--- src/rtl/dsp_boot_monitor.sv ---
// DSP boot/heartbeat supervisor: watches DSP reset release and firmware
// heartbeat, requests re-sequencing on faults, and locks out after retries.
module dsp_boot_monitor #(
  parameter logic [19:0] BOOT_TIMEOUT  = 20'hC_3500,
  parameter logic [23:0] HB_TIMEOUT    = 24'h98_9680,
  parameter logic [2:0]  MAX_RETRY     = 3'd3,
  parameter logic [7:0]  REQ_PULSE_LEN = 8'd25
) (
  input  logic       clk_sys,
  input  logic       hard_rst_n,
  input  logic       seq_full_n,
  input  logic       dsp_rstn_state,
  input  logic       dsp_heartbeat,
  output logic       reseq_req,
  output logic       dsp_ok,
  output logic       boot_fail,
  output logic       hb_fail,
  output logic       lockout,
  output logic [2:0] retry_cnt,
  output logic [2:0] state_dbg
);

  localparam logic [2:0] S_IDLE      = 3'd0;
  localparam logic [2:0] S_WAIT_BOOT = 3'd1;
  localparam logic [2:0] S_RUNNING   = 3'd2;
  localparam logic [2:0] S_FAULT     = 3'd3;
  localparam logic [2:0] S_WAIT_SEQ  = 3'd4;
  localparam logic [2:0] S_LOCKOUT   = 3'd5;

  localparam logic [23:0] BOOT_TERM  = {4'd0, BOOT_TIMEOUT} - 24'd1;
  localparam logic [23:0] HB_TERM    = HB_TIMEOUT - 24'd1;
  localparam logic [23:0] PULSE_TERM = {16'd0, REQ_PULSE_LEN} - 24'd1;

  logic [1:0]  rstn_sync_q;
  logic [1:0]  hb_sync_q;
  logic        hb_prev_q;
  logic        rstn_s;
  logic        hb_s;
  logic        hb_edge;

  logic [2:0]  state_q, state_d;
  logic [23:0] tmr_q, tmr_d;
  logic        reseq_q, reseq_d;
  logic        boot_fail_q, boot_fail_d;
  logic        hb_fail_q, hb_fail_d;
  logic [2:0]  retry_q, retry_d;
  logic        dsp_ok_q;
  logic        lockout_q;

  assign rstn_s  = rstn_sync_q[1];
  assign hb_s    = hb_sync_q[1];
  assign hb_edge = hb_s ^ hb_prev_q;

  always_ff @(posedge clk_sys or negedge hard_rst_n) begin
    if (!hard_rst_n) begin
      rstn_sync_q <= '0;
      hb_sync_q   <= '0;
      hb_prev_q   <= 1'b0;
    end else begin
      rstn_sync_q <= {rstn_sync_q[0], dsp_rstn_state};
      hb_sync_q   <= {hb_sync_q[0], dsp_heartbeat};
      hb_prev_q   <= hb_s;
    end
  end

  always_comb begin
    state_d     = state_q;
    tmr_d       = (tmr_q == '1) ? tmr_q : tmr_q + 24'd1;
    reseq_d     = reseq_q;
    boot_fail_d = boot_fail_q;
    hb_fail_d   = hb_fail_q;
    retry_d     = retry_q;
    unique case (state_q)
      S_IDLE: begin
        tmr_d = '0;
        if (seq_full_n) state_d = S_WAIT_BOOT;
      end
      S_WAIT_BOOT: begin
        if (!seq_full_n) state_d = S_IDLE;
        else if (rstn_s) state_d = S_RUNNING;
        else if (tmr_q == BOOT_TERM) begin
          state_d     = S_FAULT;
          boot_fail_d = 1'b1;
        end
      end
      S_RUNNING: begin
        if (hb_edge) tmr_d = '0;
        if (!seq_full_n) state_d = S_IDLE;
        else if (!rstn_s) state_d = S_WAIT_BOOT;
        else if (tmr_q == HB_TERM && !hb_edge) begin
          state_d   = S_FAULT;
          hb_fail_d = 1'b1;
        end
      end
      // No pulse pending here means retries were exhausted on entry
      S_FAULT: begin
        if (!reseq_q) state_d = S_LOCKOUT;
        else if (tmr_q == PULSE_TERM) state_d = S_WAIT_SEQ;
      end
      S_WAIT_SEQ: begin
        if (!seq_full_n) state_d = S_IDLE;
        else if (tmr_q == BOOT_TERM) state_d = S_LOCKOUT;
      end
      S_LOCKOUT: tmr_d = '0;
      default: state_d = S_IDLE;
    endcase
    if (state_d != state_q) tmr_d = '0;
    if (state_d != S_FAULT) reseq_d = 1'b0;
    if (state_d == S_FAULT && state_q != S_FAULT && retry_q < MAX_RETRY) begin
      reseq_d = 1'b1;
      retry_d = retry_q + 3'd1;
    end
  end

  always_ff @(posedge clk_sys or negedge hard_rst_n) begin
    if (!hard_rst_n) begin
      state_q     <= S_IDLE;
      tmr_q       <= '0;
      reseq_q     <= 1'b0;
      boot_fail_q <= 1'b0;
      hb_fail_q   <= 1'b0;
      retry_q     <= '0;
      dsp_ok_q    <= 1'b0;
      lockout_q   <= 1'b0;
    end else begin
      state_q     <= state_d;
      tmr_q       <= tmr_d;
      reseq_q     <= reseq_d;
      boot_fail_q <= boot_fail_d;
      hb_fail_q   <= hb_fail_d;
      retry_q     <= retry_d;
      dsp_ok_q    <= (state_d == S_RUNNING);
      lockout_q   <= (state_d == S_LOCKOUT);
    end
  end

  assign reseq_req = reseq_q;
  assign dsp_ok    = dsp_ok_q;
  assign boot_fail = boot_fail_q;
  assign hb_fail   = hb_fail_q;
  assign lockout   = lockout_q;
  assign retry_cnt = retry_q;
  assign state_dbg = state_q;

endmodule

--- config.mk ---
export PLATFORM = sky130hd
export DESIGN_NAME = dsp_boot_monitor
export DESIGN_NICKNAME = d
export VERILOG_FILES = /design/src/rtl/dsp_boot_monitor.sv
export SDC_FILE = /design/constraint.sdc
export NUM_CORES = 1
export LEC_CHECK = 0
export CORE_ASPECT_RATIO = 0.8
export CORE_MARGIN = 4
export CORE_UTILIZATION = 63
export DETAILED_ROUTE_END_ITERATION = 7
export GPL_TIMING_DRIVEN = 0
export PLACE_DENSITY_LB_ADDON = 0.1
export REMOVE_ABC_BUFFERS = 1
export SKIP_LAST_GASP = 1
export SLEW_MARGIN = 0
export SYNTH_ARGS = -nofsm -noshare
export SYNTH_HDL_FRONTEND = slang
export SYNTH_SLANG_ARGS = --single-unit
--- constraint.sdc ---
create_clock -name clk_sys -period 3.8 [get_ports clk_sys]
set_clock_uncertainty 0.2 [all_clocks]
set_input_delay 0.57 -clock clk_sys [delete_from_list [all_inputs] [get_ports clk_sys]]
set_output_delay 0.57 -clock clk_sys [all_outputs]
set_load 0.02 [all_outputs]
==> metrics.md <==
| Metric | Value |
|---|---|
| NumNets Final | 248 |
| Gr usage total | 0.246 |
| DR WL/cell | 19.4 µm |
| Share of layout cells above drive strength 1 | 0.174 |
| Pre-CTS setup slack | 0.418 ns |
| Syn Inst Count | 229 |
| Max-cap violation count | 0 |
| Outcome | complete, no violations |
| Synth Cell Area | 2390 µm² |
| Pre-antenna DRT Iters | 5 |
| Die Height | 63.1 µm |
| Core Util, Final | 0.746 |
| Fmax | 329 MHz |
| Top cell type's share of synthesized area | 0.418 |
| Slowest Stage Delay on Critical Path | 0.55 ns |
| TritonCTS clock tree | yes |
| Hold Crit Class | reg2reg |
| Dpl cells | 275 |
| Initial detailed-routing violation count | 176 |
| Type of the worst setup path | in2reg |
| Fillers | 269 |
| Pins over their slew limit | 0 |
| Yosys cell types | 55 |
| # hold bufs at CTS | 0 |
| Clk root buf | clkbuf_8 |
| Post-Route WL | 5490 µm |
| H-tree depth | 2 |
| Post-synth EDFFs | 0 |
| CTS Sinks | 40 |
| Post-CTS Resized | 0 |
| Final worst-path cycle share | 0.799 |
| Die width | 76.9 µm |
| Slew HR | 0.420 |
| Crit path DAT | 3.03 ns |
| Vias | 1,917 |
| First-pass GRT wire length | 9450 µm |
| Setup violators final | 0 |
| LEAKAGE | 1.02 nW |
| Final Non-Filler Cells | 283 |
| Clock-pin slew on the worst setup and hold paths | 0.08 ns |
| Crit path capture type | flop |
| Area grow syn2layout | 10.4% |
| Worst Tran Pin Value | 0.870 ns |
| Post-synthesis sequential area ratio | 0.418 |
| GP Congestion | 0.879 |
| VDD IR max | 0.416 mV |
| Worst path cell trace | clkdlybuf4s50_1, nor4bb_1, nand4_1, o21ai_0, nor3_1, nor3b_1, mux2_2 |
| #FFs+latches synth | 40 |
| Yosys warns | 0 |
| Setup_tns | 0 ns |
| Worst setup margin | 0.764 ns |
| Post-DP HPWL | 3730 µm |
| Max Fanout on Critical Path | 5 |
| Grt total ovfl | 0 |
| Syn Area/Cell | 10.5 µm² |
| Most frequent cell after synthesis | dfrtp_1 |
| Initial Utilization | 0.676 |
| Pin count of the biggest net entering global routing | 41 |
| Crit-path slowest cell | clkdlybuf4s50_1 |
| Pwr Density | 536 nW/µm² |
| Fin. Hold Viols | 0 |
| Clk_lat worst skew | 0.31 ns |
| Vias/cell | 6.77 |
| IO Count | 16 |
| Final ANT Viol Nets | 0 |
| Min Hold Slack | 0.160 ns |
| CP top delay family | simple AND/OR/NAND/NOR gates |
| Min Tclk post-route | 3.04 ns |
| Vias in the first global route | 1,945 |
| FP Rows | 19 |
| Initial antenna violation count | 0 |
| Core Region | 3540 µm² |
| Post-CTS Setup Bufs | 0 |
| CP bufs+invs | 1 |
| Number of port buffers | 15 |
| List of most frequent post-synthesis cells | 40 x dfrtp_1, 16 x xnor2_1, 15 x nand2_1 |
| DRC viols | 0 |
| Die ar. | 4860 µm² |
| Area leader, netlist | dfrtp_1 |
| Predominant post-synthesis flop cell | dfrtp_1 |
| CTS Buffer Depth | 2 |
| CP required | 3.80 ns |
| RSZ-0062 raised after global routing | no |
| FFs w/ async S/R, synth | 1.00 |
| Crit path launch type | input pin |
| Antenna Cells | 0 |
| CTS Buf Count | 5 |
| Synth top area cells | dfrtp_1 42%, nor3b_2 6.3%, xnor2_1 5.9% |
## cell type report
cell class / instances / area, µm² / area share
clock buffer: 5 / 68.8 / 0.0260
clock inverter: 3 / 46.3 / 0.0175
inverter: 10 / 37.5 / 0.0142
multi-input combinational: 167 / 1280 / 0.485
sequential: 40 / 1000 / 0.379
tap: 42 / 52.6 / 0.0199
timing repair buffer: 16 / 156 / 0.0592
## cell families (layout without fill, tap and decap cells)
group	after synthesis	in the layout	share of synthesized area
AND/OR/NAND/NOR	113	113	0.332
flip-flops	40	40	0.418
AO/OA/AOI/OAI	26	26	0.0836
XOR/XNOR	23	23	0.0873
buffers and inverters	22	34	0.0543
adder cells (fa/ha/maj)	3	3	0.0157
multiplexers	2	2	0.00888
## stage by stage
step / area (µm²) / total power [W]
finish: 2640 / 0.00142
floorplan: 2300 / 0.000845
CTS: 2630 / 0.00139
global placement: 2500 / 0.000995
detailed placement: 2520 / 0.00103
global route: 2640 / 0.00149
## final timing paths
check                                         startpoint                       end  slack [ns]  depth (start not counted)
worst max register to register        tmr_q[0]$_DFF_PN0_        tmr_q[5]$_DFF_PN0_        0.79                          7
worst max-delay path                          seq_full_n  retry_cnt[1]$_DFFE_PN0P_        0.76                          7
max in group asynchronous                     hard_rst_n    state_dbg[1]$_DFF_PN0_        2.69                          1
worst min register to register  rstn_sync_q[0]$_DFF_PN0_  rstn_sync_q[1]$_DFF_PN0_        0.16                          0
worst min-delay path            rstn_sync_q[0]$_DFF_PN0_  rstn_sync_q[1]$_DFF_PN0_        0.16                          0
min in group asynchronous                     hard_rst_n       tmr_q[22]$_DFF_PN0_        0.17                          1
## report_power, final
part	switching (W)	internal (W)
registers	0.0000651	0.000463
clock network	0.000165	0.000198
logic	0.000305	0.000221
total	0.000535	0.000881
## per-layer routing
| layer | share of wire | GRT usage | wire (µm) | vias to the layer above |
|---|---|---|---|---|
| met5 | 0 | 0 | 0 | - |
| met4 | 0.025 | 0.140 | 136 | 0 |
| met1 | 0.43 | 0.319 | 2350 | 944 |
| li1 | - | - | - | 841 |
| met2 | 0.47 | 0.376 | 2580 | 115 |
| met3 | 0.078 | 0.0613 | 427 | 17 |
## sequential cells by signal (all words and copies together) (netlist names)
name and cells:
hb_fail 1, hb_sync_q 2, rstn_sync_q 2, retry_cnt 3, reseq_req 1, hb_prev_q 1
lockout 1, dsp_ok 1, tmr_q 24, state_dbg 3, boot_fail 1
## layout by cell type (no fill, tap or decap), types with 2 or more instances in the layout
cell and count:
a31oi_1 2, nand2_1 15, dfrtp_1 40, xnor2_1 16
inv_1 10, clkdlybuf4s50_1 14, and2_2 3, o21ai_0 5
and4_1 9, a211oi_1 3, nand4_1 9, a21o_1 2
nor3_1 8, and2_1 3, ha_1 3, and3_1 5
and2b_2 2, a31o_2 2, nor2_1 12, nor3b_2 12
nor4b_1 3, o211ai_1 2, nand3_1 9, nor3b_1 8
xor2_1 6, clkbuf_8 5, nor4_1 3
Note: power is estimated with default switching activity, not from simulation.
